===== src/rtl/fetch_pkg.sv =====
// ============================================================================
// Module      : fetch_pkg
// Description : Shared state encoding, boot default and counter sizing helper
//               for the fetch sequencer.
// Revision    : 1.0 - initial release
// ============================================================================
`default_nettype none

package fetch_pkg;

    typedef enum logic [1:0] {
        ST_BOOT   = 2'd0,
        ST_RUN    = 2'd1,
        ST_MDWAIT = 2'd2,
        ST_REDIR  = 2'd3
    } fsm_state_e;

    localparam int c_boot_cycles_def = 2;
    // BOOT_CYCLES may be as large as 15, so the shared counter never drops below 4 bits.
    localparam int c_boot_cnt_w      = 4;

    function automatic int ctr_width(input int mdlat_w);
        return (mdlat_w > c_boot_cnt_w) ? mdlat_w : c_boot_cnt_w;
    endfunction

endpackage

`default_nettype wire


===== src/rtl/dff.sv =====
// ============================================================================
// Module      : dff
// Description : Generic register cell with asynchronous active-high reset.
// Revision    : 1.0 - initial release
// ============================================================================
`default_nettype none

module dff #(
    parameter int               WIDTH   = 1,
    parameter logic [WIDTH-1:0] RST_VAL = '0
) (
    input  logic             clk,
    input  logic             rst,
    input  logic [WIDTH-1:0] d_i,
    output logic [WIDTH-1:0] q_o
);

    always_ff @(posedge clk or posedge rst) begin
        if (rst) begin
            q_o <= RST_VAL;
        end else begin
            q_o <= d_i;
        end
    end

endmodule

`default_nettype wire


===== src/rtl/sat_counter.sv =====
// ============================================================================
// Module      : sat_counter
// Description : Up-counter that sticks at all-ones instead of wrapping.
// Revision    : 1.0 - initial release
// ============================================================================
`default_nettype none

module sat_counter #(
    parameter int WIDTH = 16
) (
    input  logic             clk,
    input  logic             rst,
    input  logic             inc_i,
    output logic [WIDTH-1:0] count_o
);

    logic [WIDTH-1:0] count_d;
    logic [WIDTH-1:0] count_q;

    always_comb begin
        count_d = count_q;
        if (inc_i && (count_q != '1)) begin
            count_d = count_q + WIDTH'(1);
        end
    end

    dff #(
        .WIDTH   (WIDTH),
        .RST_VAL ('0)
    ) u_count (
        .clk (clk),
        .rst (rst),
        .d_i (count_d),
        .q_o (count_q)
    );

    assign count_o = count_q;

endmodule

`default_nettype wire


===== src/rtl/fetch_sequencer.sv =====
// ============================================================================
// Module      : fetch_sequencer
// Description : Pipeline front-end control: boot flush, hazard stalls,
//               branch/jump redirect and multi-cycle mul/div stalls.
// Revision    : 1.0 - initial release
// ============================================================================
`default_nettype none

module fetch_sequencer
    import fetch_pkg::*;
#(
    parameter int BOOT_CYCLES = c_boot_cycles_def,
    parameter int MDLAT_W     = 5,
    parameter int CNT_W       = 16
) (
    input  logic               clk,
    input  logic               reset,
    input  logic               LoadUse_ID,
    input  logic               MemBusy_MEM,
    input  logic               Jump_ID,
    input  logic               BranchTaken_EX,
    input  logic               MulDivStart_EX,
    input  logic [MDLAT_W-1:0] MulDivLat_EX,
    output logic               AnyStall,
    output logic               FetchFlush,
    output logic               Flush_ID,
    output logic               Bubble_EX,
    output logic               MdBusy,
    output logic [CNT_W-1:0]   StallCnt
);

    localparam int c_ctr_w = ctr_width(MDLAT_W);

    fsm_state_e         state_q;
    logic [c_ctr_w-1:0] ctr_q;
    logic               jflush_d;
    logic               jflush_q;
    logic               w_md_go;

    // A zero-latency mul/div needs no stall and never leaves RUN.
    assign w_md_go = MulDivStart_EX && (MulDivLat_EX != '0);

    always_comb begin
        AnyStall   = 1'b0;
        FetchFlush = 1'b0;
        Flush_ID   = 1'b0;
        Bubble_EX  = 1'b0;
        MdBusy     = 1'b0;
        jflush_d   = 1'b0;
        unique case (state_q)
            ST_BOOT: begin
                AnyStall   = 1'b1;
                FetchFlush = 1'b1;
                Flush_ID   = 1'b1;
                Bubble_EX  = 1'b1;
            end
            ST_RUN: begin
                AnyStall  = LoadUse_ID | MemBusy_MEM;
                Bubble_EX = LoadUse_ID & ~MemBusy_MEM;
                Flush_ID  = jflush_q;
                if (BranchTaken_EX) begin
                    AnyStall  = 1'b0;
                    Flush_ID  = 1'b1;
                    Bubble_EX = 1'b1;
                end else if (!w_md_go) begin
                    jflush_d = Jump_ID;
                end
            end
            ST_MDWAIT: begin
                AnyStall  = 1'b1;
                Bubble_EX = 1'b1;
                MdBusy    = 1'b1;
            end
            ST_REDIR: begin
                Flush_ID  = 1'b1;
                Bubble_EX = BranchTaken_EX;
            end
            default: begin
                AnyStall = 1'b0;
            end
        endcase
    end

    always_ff @(posedge clk or posedge reset) begin
        if (reset) begin
            state_q <= ST_BOOT;
            ctr_q   <= c_ctr_w'(BOOT_CYCLES);
        end else begin
            unique case (state_q)
                ST_BOOT: begin
                    ctr_q <= ctr_q - c_ctr_w'(1);
                    if (ctr_q == c_ctr_w'(1)) begin
                        state_q <= ST_RUN;
                    end
                end
                ST_RUN, ST_REDIR: begin
                    if (BranchTaken_EX) begin
                        state_q <= ST_REDIR;
                    end else if ((state_q == ST_RUN) && w_md_go) begin
                        state_q <= ST_MDWAIT;
                        ctr_q   <= c_ctr_w'(MulDivLat_EX);
                    end else begin
                        state_q <= ST_RUN;
                    end
                end
                ST_MDWAIT: begin
                    if (ctr_q == c_ctr_w'(1)) begin
                        state_q <= ST_RUN;
                    end else begin
                        ctr_q <= ctr_q - c_ctr_w'(1);
                    end
                end
                default: begin
                    state_q <= ST_BOOT;
                end
            endcase
        end
    end

    dff #(
        .WIDTH   (1),
        .RST_VAL (1'b0)
    ) u_jflush (
        .clk (clk),
        .rst (reset),
        .d_i (jflush_d),
        .q_o (jflush_q)
    );

    sat_counter #(
        .WIDTH (CNT_W)
    ) u_stall_cnt (
        .clk     (clk),
        .rst     (reset),
        .inc_i   (AnyStall),
        .count_o (StallCnt)
    );

endmodule

`default_nettype wire


===== config.mk =====
export PLATFORM = sky130hd
export DESIGN_NAME = fetch_sequencer
export DESIGN_NICKNAME = d
export VERILOG_FILES = /design/src/rtl/fetch_pkg.sv /design/src/rtl/dff.sv /design/src/rtl/sat_counter.sv /design/src/rtl/fetch_sequencer.sv
export SDC_FILE = /design/constraint.sdc
export NUM_CORES = 1
export LEC_CHECK = 0
export BUFFER_PORTS_ARGS = -buffer_cell sky130_fd_sc_hd__buf_2
export CORE_MARGIN = 2
export CORE_UTILIZATION = 48
export DETAILED_ROUTE_END_ITERATION = 8
export HOLD_SLACK_MARGIN = 0.03
export PLACE_DENSITY = 0.78
export SLEW_MARGIN = 10
export SYNTH_ARGS = -nofsm -noshare
export SYNTH_HDL_FRONTEND = slang
export SYNTH_SLANG_ARGS = --single-unit

===== constraint.sdc =====
create_clock -name clk -period 1.9 [get_ports clk]
set_clock_uncertainty 0.05 [all_clocks]
set_input_delay 0.19 -clock clk [delete_from_list [all_inputs] [get_ports clk]]
set_output_delay 0.19 -clock clk [all_outputs]
set_load 0.02 [all_outputs]

* Yosys cells after proc, flatten, opt, wreduce, memory -nomap -nowiden
Index checks and enable logic that the tools add are counted. Widths: inputs -> output; s select.
Storage, ports and cells: register bits 24, latch bits 0, bits in writable memories 0, ROM bits 0, bits of input ports 12, output and inout bits 21, memories kept 0
Cells by class: $add $sub $neg 2, $mul 0, divide/modulo/power cells 0, $lt $le $gt $ge 0, equality and inequality tests 9, shift operators 0, mux-type cells 19, bitwise operators 3, reduce and logical (&&, ||, !) cells 9
Operators with widths (count):
- $add 16x1->16 const B | 1
- $ne 16x16->1 const B | 1
- $mux 5 | 3
- $pmux 5 s3 | 1
- $mux 1 | 8
- $mux 2 | 3
- $ne 2x2->1 const B | 3
- $reduce_or 2->1 | 3
- $eq 5x1->1 const B | 1
- $reduce_bool 5->1 | 1
- $sub 5x1->5 const B | 1
- $eq 2x2->1 const B | 2
- $pmux 1 s2 | 2
- $pmux 2 s2 | 1
- $logic_and 1x1->1 | 3
- $pmux 1 s3 | 1
- $reduce_and 3->1 | 1
- $eq 2x1->1 const B | 1
- $logic_not 2->1 | 1
- $ne 2x1->1 const B | 1
- $and 1x1->1 | 1
- $not 1->1 | 1
- $or 1x1->1 | 1

* Logic depth before layout (Yosys ltp)
Gate-level depths: netlist of the first run.
word-level depth 6, mapped depth 8, gate-level depth less buffers 7

* Hierarchy
A second synthesis of the first run with hierarchy kept.
Second synthesis, totals: cells, all modules 143, area, all modules 1417.6 sq um
Modules (own cells, without submodules):
- fetch_sequencer | instances 1, cells each 70, area an instance 596.8 sq um, sequential area each 176.4 sq um
- dff (u_stall_cnt.u_count) | instances 1, cells each 17, area an instance 404.1 sq um, sequential area each 400.4 sq um
- sat_counter | instances 1, cells each 54, area an instance 387.9 sq um, sequential area each 0.0 sq um
- dff (u_jflush) | instances 1, cells each 2, area an instance 28.8 sq um, sequential area each 25.0 sq um

* Worst setup path before layout of the first run
Ideal clock, no wire load.
path type register -> register, start reg state_q[0], end reg u_stall_cnt.u_count.q_o[3], arrival 1.815 ns, data required time 1.714 ns, path slack -0.101 ns, stages on the path, launching flop included 8, buffers on the path 0, clock period less this slack 2.001 ns, path through dfrtp_1 > inv_1 > ha_1 > nor2_1 > a21boi_4 > nor3_4 > and4_2 > xor2_1
On the way: longest elaborated chain between the ends 4, elaborated cells between the ends (all ways) 6, classes of those cells eq/ne: 2; mux: 1; reduce/logical: 3
RTL lines:
- from (decl) | line fetch_sequencer.sv:34 | fsm_state_e state_q;
- from (signal assigned) | line fetch_sequencer.sv:86 | state_q <= ST_BOOT;
- from (signal assigned) | line fetch_sequencer.sv:93 | state_q <= ST_RUN;
- from (signal assigned) | line fetch_sequencer.sv:98 | state_q <= ST_REDIR;
- $eq 2x2->1 / $logic_not 2->1 (equally long branches) | line fetch_sequencer.sv:50 | unique case (state_q)
- $reduce_or 2->1 (no source line)
- $pmux 1 s2 (*) | line fetch_sequencer.sv:50
- $logic_and 1x1->1 (*) | line sat_counter.sv:22 | if (inc_i && (count_q != '1)) begin
- to (signal assigned) | line dff.sv:22 | q_o <= d_i;
- to (decl) | line dff.sv:15 | output logic [WIDTH-1:0] q_o
Every way passes the cells marked *; elsewhere a longest branch is shown, timed or not. A chain may end at the register's enable or synchronous reset.

* Worst setup path in the final report of the first run
start reg state_q[0], end out Bubble_EX
On the way: longest elaborated chain between the ends 3, elaborated cells between the ends (all ways) 6, classes of those cells eq/ne: 3; mux: 1; reduce/logical: 2
RTL lines:
- $eq 2x2->1 / $logic_not 2->1 (equally long branches) | line fetch_sequencer.sv:50
- $reduce_or 2->1 (no source line)
- $pmux 1 s3 (*) | line fetch_sequencer.sv:50
- to (decl) | line fetch_sequencer.sv:27 | output logic Bubble_EX,
Marks and branches as above.

==> results of run 1 <==
==> sequential cells by signal (all words and copies together), names as in the netlist <==
register and flops:
u_stall_cnt.u_count.q_o 16, u_jflush.q_o 1, state_q 2, ctr_q 5
==> cell usage after synthesis <==
| cell type | number |
|---|---|
| a21boi_0 | 1 |
| a21boi_4 | 1 |
| a21oi_1 | 15 |
| a22oi_1 | 1 |
| a31oi_1 | 2 |
| a32oi_1 | 1 |
| a41oi_1 | 1 |
| and2b_1 | 1 |
| and2b_2 | 1 |
| and3_1 | 1 |
| and4_1 | 1 |
| and4_2 | 2 |
| buf_4 | 1 |
| clkbuf_1 | 1 |
| dfrtp_1 | 23 |
| dfstp_2 | 1 |
| ha_1 | 7 |
| inv_1 | 7 |
| mux2_1 | 1 |
| mux2_2 | 1 |
| nand2_1 | 16 |
| nand3_1 | 3 |
| nand3b_1 | 1 |
| nand4_1 | 5 |
| nand4_4 | 1 |
| nor2_1 | 12 |
| nor2b_1 | 1 |
| nor3_1 | 2 |
| nor3_4 | 2 |
| nor4_4 | 2 |
| nor4b_1 | 1 |
| nor4b_2 | 1 |
| o21ai_0 | 6 |
| o22ai_1 | 2 |
| o32ai_1 | 1 |
| or2_2 | 3 |
| or3_1 | 2 |
| or3_4 | 1 |
| xnor2_1 | 9 |
| xor2_1 | 3 |
==> cells by family after synthesis <==
group                    after synthesis
AND/OR/NAND/NOR                       59
AO/OA/AOI/OAI                         31
flip-flops                            24
XOR/XNOR                              12
buffers and inverters                  9
adder cells (fa/ha/maj)                7
multiplexers                           2
==> power by group <==
part / leakage [nW] / internal (mW) / switching, mW / total (mW)
registers: 0.305 / 0.630 / 0.141 / 0.771
clock network: 0.0150 / 0.0824 / 0.167 / 0.249
logic: 0.643 / 0.481 / 0.524 / 1.00
total: 0.963 / 1.19 / 0.832 / 2.02
==> worst max path at each step <==
| stage | startpoint | to | slack, ps | cells after the start |
|---|---|---|---|---|
| after floorplan | u_stall_cnt.u_count.q_o[3] | u_stall_cnt.u_count.q_o[15] | 40 | 4 |
| after global placement | state_q[1] | u_stall_cnt.u_count.q_o[4] | 50 | 7 |
| after detailed placement | state_q[1] | u_stall_cnt.u_count.q_o[4] | -110 | 7 |
| after CTS | state_q[0] | AnyStall | -40 | 6 |
| after global routing | state_q[0] | ctr_q[4] | -160 | 9 |
| final | state_q[0] | Bubble_EX | -70 | 7 |
==> final cells by class <==
class                           count  area (µm²)
Sequential cell                    24         602
Timing Repair Buffer               61         417
Tap cell                           31        38.8
Inverter                            7        26.3
Multi-Input combinational cell    111         911
Clock buffer                        4        26.3
Fill cell                         205         785
==> per-layer routing <==
| metal | vias up | wire (µm) |
|---|---|---|
| met3 | 11 | 143 |
| met1 | 653 | 1620 |
| met4 | 0 | 97 |
| met2 | 33 | 1780 |
| li1 | 640 | - |
| met5 | - | 0 |
==> worst max-delay path: stages, from the launching register on <==
cell	delay [ps]
dfrtp_1	450
buf_6	140
ha_4	170
buf_4	150
nor2_4	140
buf_4	140
a21oi_2	50
buf_4	150
==> placed cells by master (no fill, tap or decap), types with 3 or more instances in the layout <==
cell	instances
buf_4	23
nor2_1	8
buf_6	7
nand2_1	16
buf_2	29
a21oi_2	4
nand4_1	5
xnor2_1	9
clkbuf_4	3
ha_4	4
o21ai_0	4
xor2_1	3
inv_1	5
or2_2	3
nand3_1	3
dfrtp_1	23
a21oi_1	11
==> through the flow <==
stage / instances / util, % / area (µm²)
after detailed placement: 217 / 61.3 / 1720
after global placement: 217 / 61.3 / 1720
after floorplan: 144 / - / 1440
after CTS: 230 / 67.2 / 1890
final: 238 / 72.0 / 2020
after global routing: 238 / 72.0 / 2020
==> timing repair <==
action                                  4_1_cts  5_1_grt
hold buffers                                  2        0
resized for setup                            16       22
endpoints found under the setup margin        9       20
pin swaps                                     3       18
hold endpoints to repair                     24        0
buffers inserted                              7        8
==> results.md, run 1 <==
* Outcome: finished with violations
* Failing checks: design-rule violations, negative setup slack
* Clk buf depth at 2
* DP HPWL at 2.34 mm
* DR WL/cell at 15.3 µm
* Dominant cell type by area after synthesis: dfrtp_1
* H-tree Lvls at 1
* Post-synthesis register bit count at 24
* Power, Total at 2.02 mW
* Die X at 58.7 µm
* CTS tree: built
* Via density at 5.62
* Synth Cell Area at 1430 µm²
* Total congestion overflow at 0
* Reg2Reg Launch Point: state_q[0]
* Met2 global-route usage at 36.6%
* Min-delay src: MulDivLat_EX[1]
* DR pass1 iterations at 6
* Antenna viol nets, final at 0
* Number of antenna violations at the first check in global routing at 0
* Period minus WS final at 1970 ps
* Initial core utilization at 51.1%
* Layout cells sized above 1 at 46.9%
* Startpoint Class: flop
* Met1 Track Usage GR at 26.8%
* Final WL at 3.64 mm
* IO Port Bufs at 32
* Mux cell area share after synthesis at 1.57%
* Max Slew Vio Count at 0
* Area growth syn-to-layout at 40.9%
* Top cell type's share of synthesized area at 40.1%
* Max Cap Viol at 0
* Post-layout nets at 227
* Synth Area in Compound Gates at 13.3%
* Pwr per Cell Area at 1000 nW/µm²
* R2r endpoint: ctr_q[4]
* Row cnt at 19
* Warning count from the yosys run at 0
* Worst Hold End: ctr_q[1]
* Leak at 0.963 nW
* Critical path fanouts, max at 5
* Period utilization at 104%
* Worst setup margin at -69.3 ps
* First-pass GRT wire length at 5.58 mm
* Vias at 1337
* Worst Setup End Kind: primary output
* Final setup fails at 7
* Distinct cells, synth at 40
* Pre-CTS setup slack at -110 ps
* Met3 Usage GRT at 4.84%
* Adder-cell area share of the yosys netlist at 6.11%
* Gpl congestion at 0.857
* Clock root buffer: clkbuf_4
* Worst hold path type: in2reg
* Diode count at 0
* Core footprint at 2810 µm²
* Gr usage total at 21.2%
* Critical Path AT at 1730 ps
* Peak supply drop at 0.841 mV
* Post-synthesis simple-gate area fraction at 27.1%
* Global-route layer with the greatest usage: met2
* Initial drt markers at 54
* RSZ-0062 raised after global routing: yes
* Worst Max-Slew Pin Slew at 401 ps
* Clk sink count at 24
* Ports at 33
* Worst path required time at 1660 ps
* Worst Reg2Reg Path Length in Cells at 9
* Flop2flop setup slack at -50 ps
* Die area at 3440 µm²
* Slew HR at 72.9%
* Hold Path Depth at 3
* Sequential element share of the synthesized area at 42.0%
* Die H at 58.7 µm
* Largest net degree at the start of global routing at 25
* Final hold vios at 0
* Clock transition at the registers of the reported paths at 150 ps
* Post-route setup TNS at -236 ps
* Number of CTS-inserted buffers at 3
* Area share of xor/xnor cells in the synthesized design at 7.33%
* Largest family of logic cells by synthesized area: simple AND/OR/NAND/NOR gates
* Vias in the first global route at 1263
* Post-synth net total at 163
* Synth area leaders: dfrtp_1 40%, ha_1 6.1%, xnor2_1 5.5%, a21oi_1 5.2%, nand2_1 4.2%
* Syn Area/Cell at 9.96 µm²
* Post-synthesis cell count at 144
* CP Class: reg2out
* Worst-Skew Late Latency at 340 ps
* DRC viols at 3
* Fmax at 508 MHz
* Hold slack at 115 ps
Power figures use the tool's default switching activity.
==> run 2, diff against run 1 <==
--- a/config.mk
+++ b/config.mk
@@ -10,7 +10,7 @@
 export CORE_UTILIZATION = 48
 export DETAILED_ROUTE_END_ITERATION = 8
 export HOLD_SLACK_MARGIN = 0.03
-export PLACE_DENSITY = 0.78
+export PLACE_DENSITY = 0.79
 export SLEW_MARGIN = 10
 export SYNTH_ARGS = -nofsm -noshare
 export SYNTH_HDL_FRONTEND = slang
==> run 2 against run 1 <==
Hold slack worse by 12 ps. Sequential share of layout area up 0.33 points. Wire length fell by 2.3%. Final cell count fell by 0.42%. First-iteration DRC count is 1.9% higher. Via count grew 1.4%. Highest routed layer unchanged. Utilization shrank 0.49 points. Clock power up 54%. Worst setup slack gained 26 ps. The run still ends with design-rule violations, negative setup slack left. Largest cell class unchanged. Sequential power decreased by 0.9%. Largest power group unchanged. Total power increased by 3.1%. Count of clock-buffer cells in the layout decreased by 1.
==> results.md, run 2 (synthesis gave the netlist of run 1 again) <==
* Outcome: finished with violations (unchanged)
* Failing checks: design-rule violations, negative setup slack (unchanged)
* Biggest regs: u_stall_cnt.u_count.q_o x16, ctr_q x5, state_q x2 (unchanged)
* Die area at 3440 µm² (unchanged)
* Power, Total at 2.09 mW (was 2.02 mW)
* Critical path fanouts, max at 3 (was 5)
* CP Class: reg2out (unchanged)
* Clock transition at the registers of the reported paths at 150 ps (about the same)
* Period utilization at 102% (was 104%)
* Area growth syn-to-layout at 40.0% (was 40.9%)
* H-tree Lvls at 1 (unchanged)
* Clock root buffer: clkbuf_4 (unchanged)
* DR pass1 iterations at 6 (unchanged)
* Via density at 5.72 (was 5.62)
* Final setup fails at 3 (was 7)
* Slew HR at 74.9% (was 72.9%)
* Worst setup margin at -43.0 ps (was -69.3 ps)
* DR WL/cell at 15.0 µm (was 15.3 µm)
* Min-delay src: MulDivLat_EX[1] (unchanged)
* Row cnt at 19 (unchanged)
* Reg2Reg Launch Point: state_q[1] (was state_q[0])
* Number of antenna violations at the first check in global routing at 0 (unchanged)
* Final WL at 3.56 mm (was 3.64 mm)
* Clk sink count at 24 (unchanged)
* Commonest non-fill, non-tap cell in the layout: buf_2 (unchanged)
* Antenna viol nets, final at 0 (unchanged)
* Final hold vios at 0 (unchanged)
* Worst Reg2Reg Path Length in Cells at 9 (unchanged)
* Worst-Skew Late Latency at 340 ps (about the same)
* Flop2flop setup slack at -20 ps (was -50 ps)
* Filler cell count at 198 (was 205)
* Worst Max-Slew Pin Slew at 374 ps (was 401 ps)
* Post-route cell area at 2010 µm² (was 2020 µm²)
* Met2 global-route usage at 40.0% (was 36.6%)
* DP HPWL at 2.49 mm (was 2.34 mm)
* Vias at 1356 (was 1337)
* Multi-input combinational cell area at 870 µm² (was 911 µm²)
* Leak at 0.972 nW (was 0.963 nW)
* Area after DPL at 1730 µm² (was 1720 µm²)
* FF+latch area at 604 µm² (was 602 µm²)
* Finished Core Util at 71.5% (was 72.0%)
* Startpoint Class: flop (unchanged)
* Total congestion overflow at 0 (unchanged)
* Post-layout nets at 226 (was 227)
* Diode count at 0 (unchanged)
* Period minus WS final at 1940 ps (was 1970 ps)
* Die H at 58.7 µm (unchanged)
* Largest register FFs at 16 (unchanged)
* Fmax at 515 MHz (was 508 MHz)
* Core footprint at 2810 µm² (unchanged)
* Gr usage total at 22.7% (was 21.2%)
* Initial core utilization at 51.1% (unchanged)
* Met3 Usage GRT at 3.52% (was 4.84%)
* Commonest cells after routing, fill and taps aside: 29 x buf_2, 21 x dfrtp_1, 21 x buf_4 (was 29 x buf_2, 23 x dfrtp_1, 23 x buf_4)
* Ports at 33 (unchanged)
* IO Port Bufs at 32 (unchanged)
* DRC viols at 1 (was 3)
* Global-route layer with the greatest usage: met2 (unchanged)
* Largest net degree at the start of global routing at 25 (unchanged)
* Worst Setup End Kind: primary output (unchanged)
* Peak supply drop at 0.756 mV (was 0.841 mV)
* Die X at 58.7 µm (unchanged)
* Pwr per Cell Area at 1040 nW/µm² (was 1000 nW/µm²)
* Layout cells sized above 1 at 44.2% (was 46.9%)
* First-pass GRT wire length at 5.97 mm (was 5.58 mm)
* Initial drt markers at 55 (was 54)
* Worst hold path type: in2reg (unchanged)
* Max Slew Vio Count at 0 (unchanged)
* Number of CTS-inserted buffers at 3 (unchanged)
* CTS tree: built (unchanged)
* Gpl congestion at 0.797 (was 0.857)
* Critical Path Source: state_q[1] (was state_q[0])
* Vias in the first global route at 1329 (was 1263)
* Max Cap Viol at 0 (unchanged)
* Clk buf depth at 2 (unchanged)
* Largest register by flop count: u_stall_cnt.u_count.q_o (unchanged)
* RSZ-0062 raised after global routing: yes (unchanged)
* Hold Path Depth at 3 (unchanged)
* Met1 Track Usage GR at 28.5% (was 26.8%)
* Critical Path AT at 1700 ps (was 1730 ps)
* Worst path required time at 1660 ps (about the same)
[run 2: final timing paths]
kind | to
setup reg to reg | u_stall_cnt.u_count.q_o[3]
min in group asynchronous | u_stall_cnt.u_count.q_o[4]
hold reg to reg | u_stall_cnt.u_count.q_o[0]
setup / recovery | AnyStall
max in group asynchronous | ctr_q[1]
hold / removal | ctr_q[1]
[run 2: timing repair]
action | 4_1_cts | 5_1_grt
pin swaps | 9 | 9
resized for setup | 26 | 7
setup endpoints to repair | 10 | 23
setup buffers | 10 | 2
hold buffers | 2 | 0
endpoints found under the hold margin | 24 | 0
[run 2: through the flow]
| stage | hold WS, ps | cells | setup WS (ps) | TNS (ps) |
|---|---|---|---|---|
| floorplan | 154 | 144 | 37.7 | 0 |
| global placement | 197 | 219 | 68.3 | 0 |
| detailed placement | 201 | 219 | -65.2 | -154 |
| CTS | 92.0 | 235 | -49.4 | -98.7 |
| global route | 115 | 237 | -114 | -864 |
| finish | 104 | 237 | -43.0 | -104 |
[run 2: cell type report]
class | count | share of cell area (%)
clock inverter | 1 | 1.50
sequential | 24 | 30.1
multi-input combinational | 111 | 43.3
timing repair buffer | 60 | 20.6
tap | 31 | 1.93
clock buffer | 3 | 1.12
inverter | 7 | 1.43
[run 2: routing by layer]
| metal | vias up | share of wire, % |
|---|---|---|
| met5 | - | 0 |
| met4 | 0 | 2.0 |
| met3 | 7 | 5.7 |
| met2 | 54 | 50 |
| met1 | 654 | 42 |
| li1 | 641 | - |
[run 2: where the power goes]
group / internal, mW / total, mW / switching [mW]
Sequential: 0.632 / 0.764 / 0.132
Combinational: 0.439 / 0.942 / 0.503
Clock: 0.214 / 0.383 / 0.169
[run 2: critical path, stage by stage (launching register included)]
cell and delay, ps:
dfrtp_1 430, inv_2 90, ha_4 170, and2b_2 220, a21boi_4 170, buf_6 120
nor2_2 40, buf_6 120
==> run 3, diff against run 2 <==
--- a/config.mk
+++ b/config.mk
@@ -5,7 +5,7 @@
 export SDC_FILE = /design/constraint.sdc
 export NUM_CORES = 1
 export LEC_CHECK = 0
-export BUFFER_PORTS_ARGS = -buffer_cell sky130_fd_sc_hd__buf_2
+export BUFFER_PORTS_ARGS = -buffer_cell sky130_fd_sc_hd__clkbuf_2
 export CORE_MARGIN = 2
 export CORE_UTILIZATION = 48
 export DETAILED_ROUTE_END_ITERATION = 8
==> run 3 against run 2 <==
The run still ends with design-rule violations, negative setup slack left. Worst setup slack worse by 29 ps. Combinational power increased by 21%. Final cell count is 0.84% higher. Largest cell class unchanged. Largest power group unchanged. Highest routed layer unchanged.
==> results.md, run 3 (synthesis gave the netlist of run 1 again) <==
* Met3 Usage GRT at 3.74% (was 3.52%)
* Worst hold path type: in2reg (unchanged)
* Final WL at 4.26 mm (was 3.56 mm)
* Vias at 1429 (was 1356)
* Clock transition at the registers of the reported paths at 140 ps (was 150 ps)
* Die area at 3440 µm² (unchanged)
* Max Cap Viol at 0 (unchanged)
* Critical Path AT at 1730 ps (was 1700 ps)
* Gpl congestion at 0.805 (was 0.797)
* CTS tree: built (unchanged)
* Startpoint Class: flop (unchanged)
* Max Slew Vio Count at 0 (unchanged)
* DRC viols at 1 (unchanged)
* Worst path required time at 1660 ps (about the same)
* Failing checks: design-rule violations, negative setup slack (unchanged)
* Largest register by flop count: u_stall_cnt.u_count.q_o (unchanged)
* Post-layout nets at 228 (was 226)
* Largest register FFs at 16 (unchanged)
* Worst Setup End Kind: primary output (unchanged)
* Diode count at 0 (unchanged)
* Largest net degree at the start of global routing at 25 (unchanged)
* Critical path fanouts, max at 4 (was 3)
* FF+latch area at 608 µm² (was 604 µm²)
* Row cnt at 19 (unchanged)
* Biggest regs: u_stall_cnt.u_count.q_o x16, ctr_q x5, state_q x2 (unchanged)
* Gr usage total at 23.4% (was 22.7%)
* Worst setup margin at -71.6 ps (was -43.0 ps)
* DR pass1 iterations at 6 (unchanged)
* Outcome: finished with violations (unchanged)
* IO Port Bufs at 32 (unchanged)
* Leak at 1.00 nW (was 0.972 nW)
* Met2 global-route usage at 39.0% (was 40.0%)
* DR WL/cell at 17.8 µm (was 15.0 µm)
* Number of CTS-inserted buffers at 3 (unchanged)
* Pre-CTS setup slack at -83.2 ps (was -65.2 ps)
* Pwr per Cell Area at 1090 nW/µm² (was 1040 nW/µm²)
* Period minus WS final at 1970 ps (was 1940 ps)
* Clk buf depth at 2 (unchanged)
* Commonest non-fill, non-tap cell in the layout: clkbuf_2 (was buf_2)
* RSZ-0062 raised after global routing: yes (unchanged)
* Via density at 5.98 (was 5.72)
* Initial drt markers at 65 (was 55)
* Clk sink count at 24 (unchanged)
* Worst-Skew Late Latency at 320 ps (was 340 ps)
* Fmax at 507 MHz (was 515 MHz)
* Worst Max-Slew Pin Slew at 439 ps (was 374 ps)
* Slew HR at 70.7% (was 74.9%)
* Total congestion overflow at 0 (unchanged)
* Die H at 58.7 µm (unchanged)
* Core footprint at 2810 µm² (unchanged)
* Commonest cells after routing, fill and taps aside: 30 x clkbuf_2, 19 x buf_4, 18 x dfrtp_1 (was 29 x buf_2, 21 x dfrtp_1, 21 x buf_4)
* Finished Core Util at 75.9% (was 71.5%)
* Number of antenna violations at the first check in global routing at 0 (unchanged)
* Met1 Track Usage GR at 29.8% (was 28.5%)
* Final hold vios at 0 (unchanged)
* Period utilization at 104% (was 102%)
* Peak supply drop at 0.795 mV (was 0.756 mV)
* Vias in the first global route at 1332 (was 1329)
* H-tree Lvls at 1 (unchanged)
* Global-route layer with the greatest usage: met2 (unchanged)
* DP HPWL at 2.63 mm (was 2.49 mm)
* Die X at 58.7 µm (unchanged)
* Layout cells sized above 1 at 51.4% (was 44.2%)
* Antenna viol nets, final at 0 (unchanged)
* Initial core utilization at 51.1% (unchanged)
* Final setup fails at 10 (was 3)
* Multi-input combinational cell area at 957 µm² (was 870 µm²)
* Area growth syn-to-layout at 48.4% (was 40.0%)
* CP Class: reg2out (unchanged)
* First-pass GRT wire length at 6.09 mm (was 5.97 mm)
* Ports at 33 (unchanged)
* Clock root buffer: clkbuf_4 (unchanged)
* Filler cell count at 192 (was 198)
[run 3: cell types whose count changed in the layout (fill, tap and decap cells not counted), sizes merged]
| cell | before | now |
|---|---|---|
| clkbuf | 3 | 33 |
| buf | 58 | 30 |
[run 3: path summary, 6_finish.rpt]
path,start,end,slack (ps),cells past startpoint
max,state_q[0],AnyStall,-70,6
min,MulDivLat_EX[1],ctr_q[1],140,3
max reg2reg,state_q[1],u_stall_cnt.u_count.q_o[3],-70,9
min reg2reg,u_stall_cnt.u_count.q_o[9],u_stall_cnt.u_count.q_o[9],480,1
max in group asynchronous,reset,ctr_q[1],1150,4
min in group asynchronous,reset,ctr_q[0],360,4
[run 3: area by class of cell]
cell class / count / share of cell area, %
multi-input cells: 111 / 45.0
flip-flops and latches: 24 / 28.6
repair buffers: 62 / 20.7
well taps: 31 / 1.82
inverters: 7 / 1.47
clock inverters: 1 / 1.41
clock buffers: 3 / 1.06
[run 3: timing repair]
item | CTS | global route
endpoints found under the hold margin | 24 | 0
setup endpoints to repair | 10 | 23
buffers inserted | 8 | 7
hold buffers | 2 | 0
gates resized for setup | 23 | 36
pin swaps | 7 | 18
[run 3: critical path, stage by stage (launching register included)]
cell and delay (ps):
dfrtp_2 500, ha_4 210, and2b_2 220, a21boi_4 170, buf_6 140, nor2_4 40, buf_8 120
[run 3: power breakdown]
| group | switching (mW) | internal [mW] |
|---|---|---|
| registers | 0.165 | 0.635 |
| logic | 0.603 | 0.539 |
| clock network | 0.168 | 0.213 |
[run 3: layer usage]
layer / vias up / part of all wire, %
li1: 640 / -
met2: 68 / 51
met5: - / 0
met3: 24 / 6.5
met1: 697 / 38
met4: 0 / 4.6
[run 3: stage by stage]
step / total power [mW] / area (µm²) / setup TNS [ps] / instances / hold WS [ps]
after global placement: 1.49 / 1730 / 0 / 219 / 178
after floorplan: 1.23 / 1440 / 0 / 144 / 154
after detailed placement: 1.54 / 1730 / -284 / 219 / 180
final: 2.32 / 2130 / -315 / 239 / 145
after CTS: 2.05 / 1940 / -232 / 233 / 108
after global routing: 2.44 / 2130 / -1210 / 239 / 178
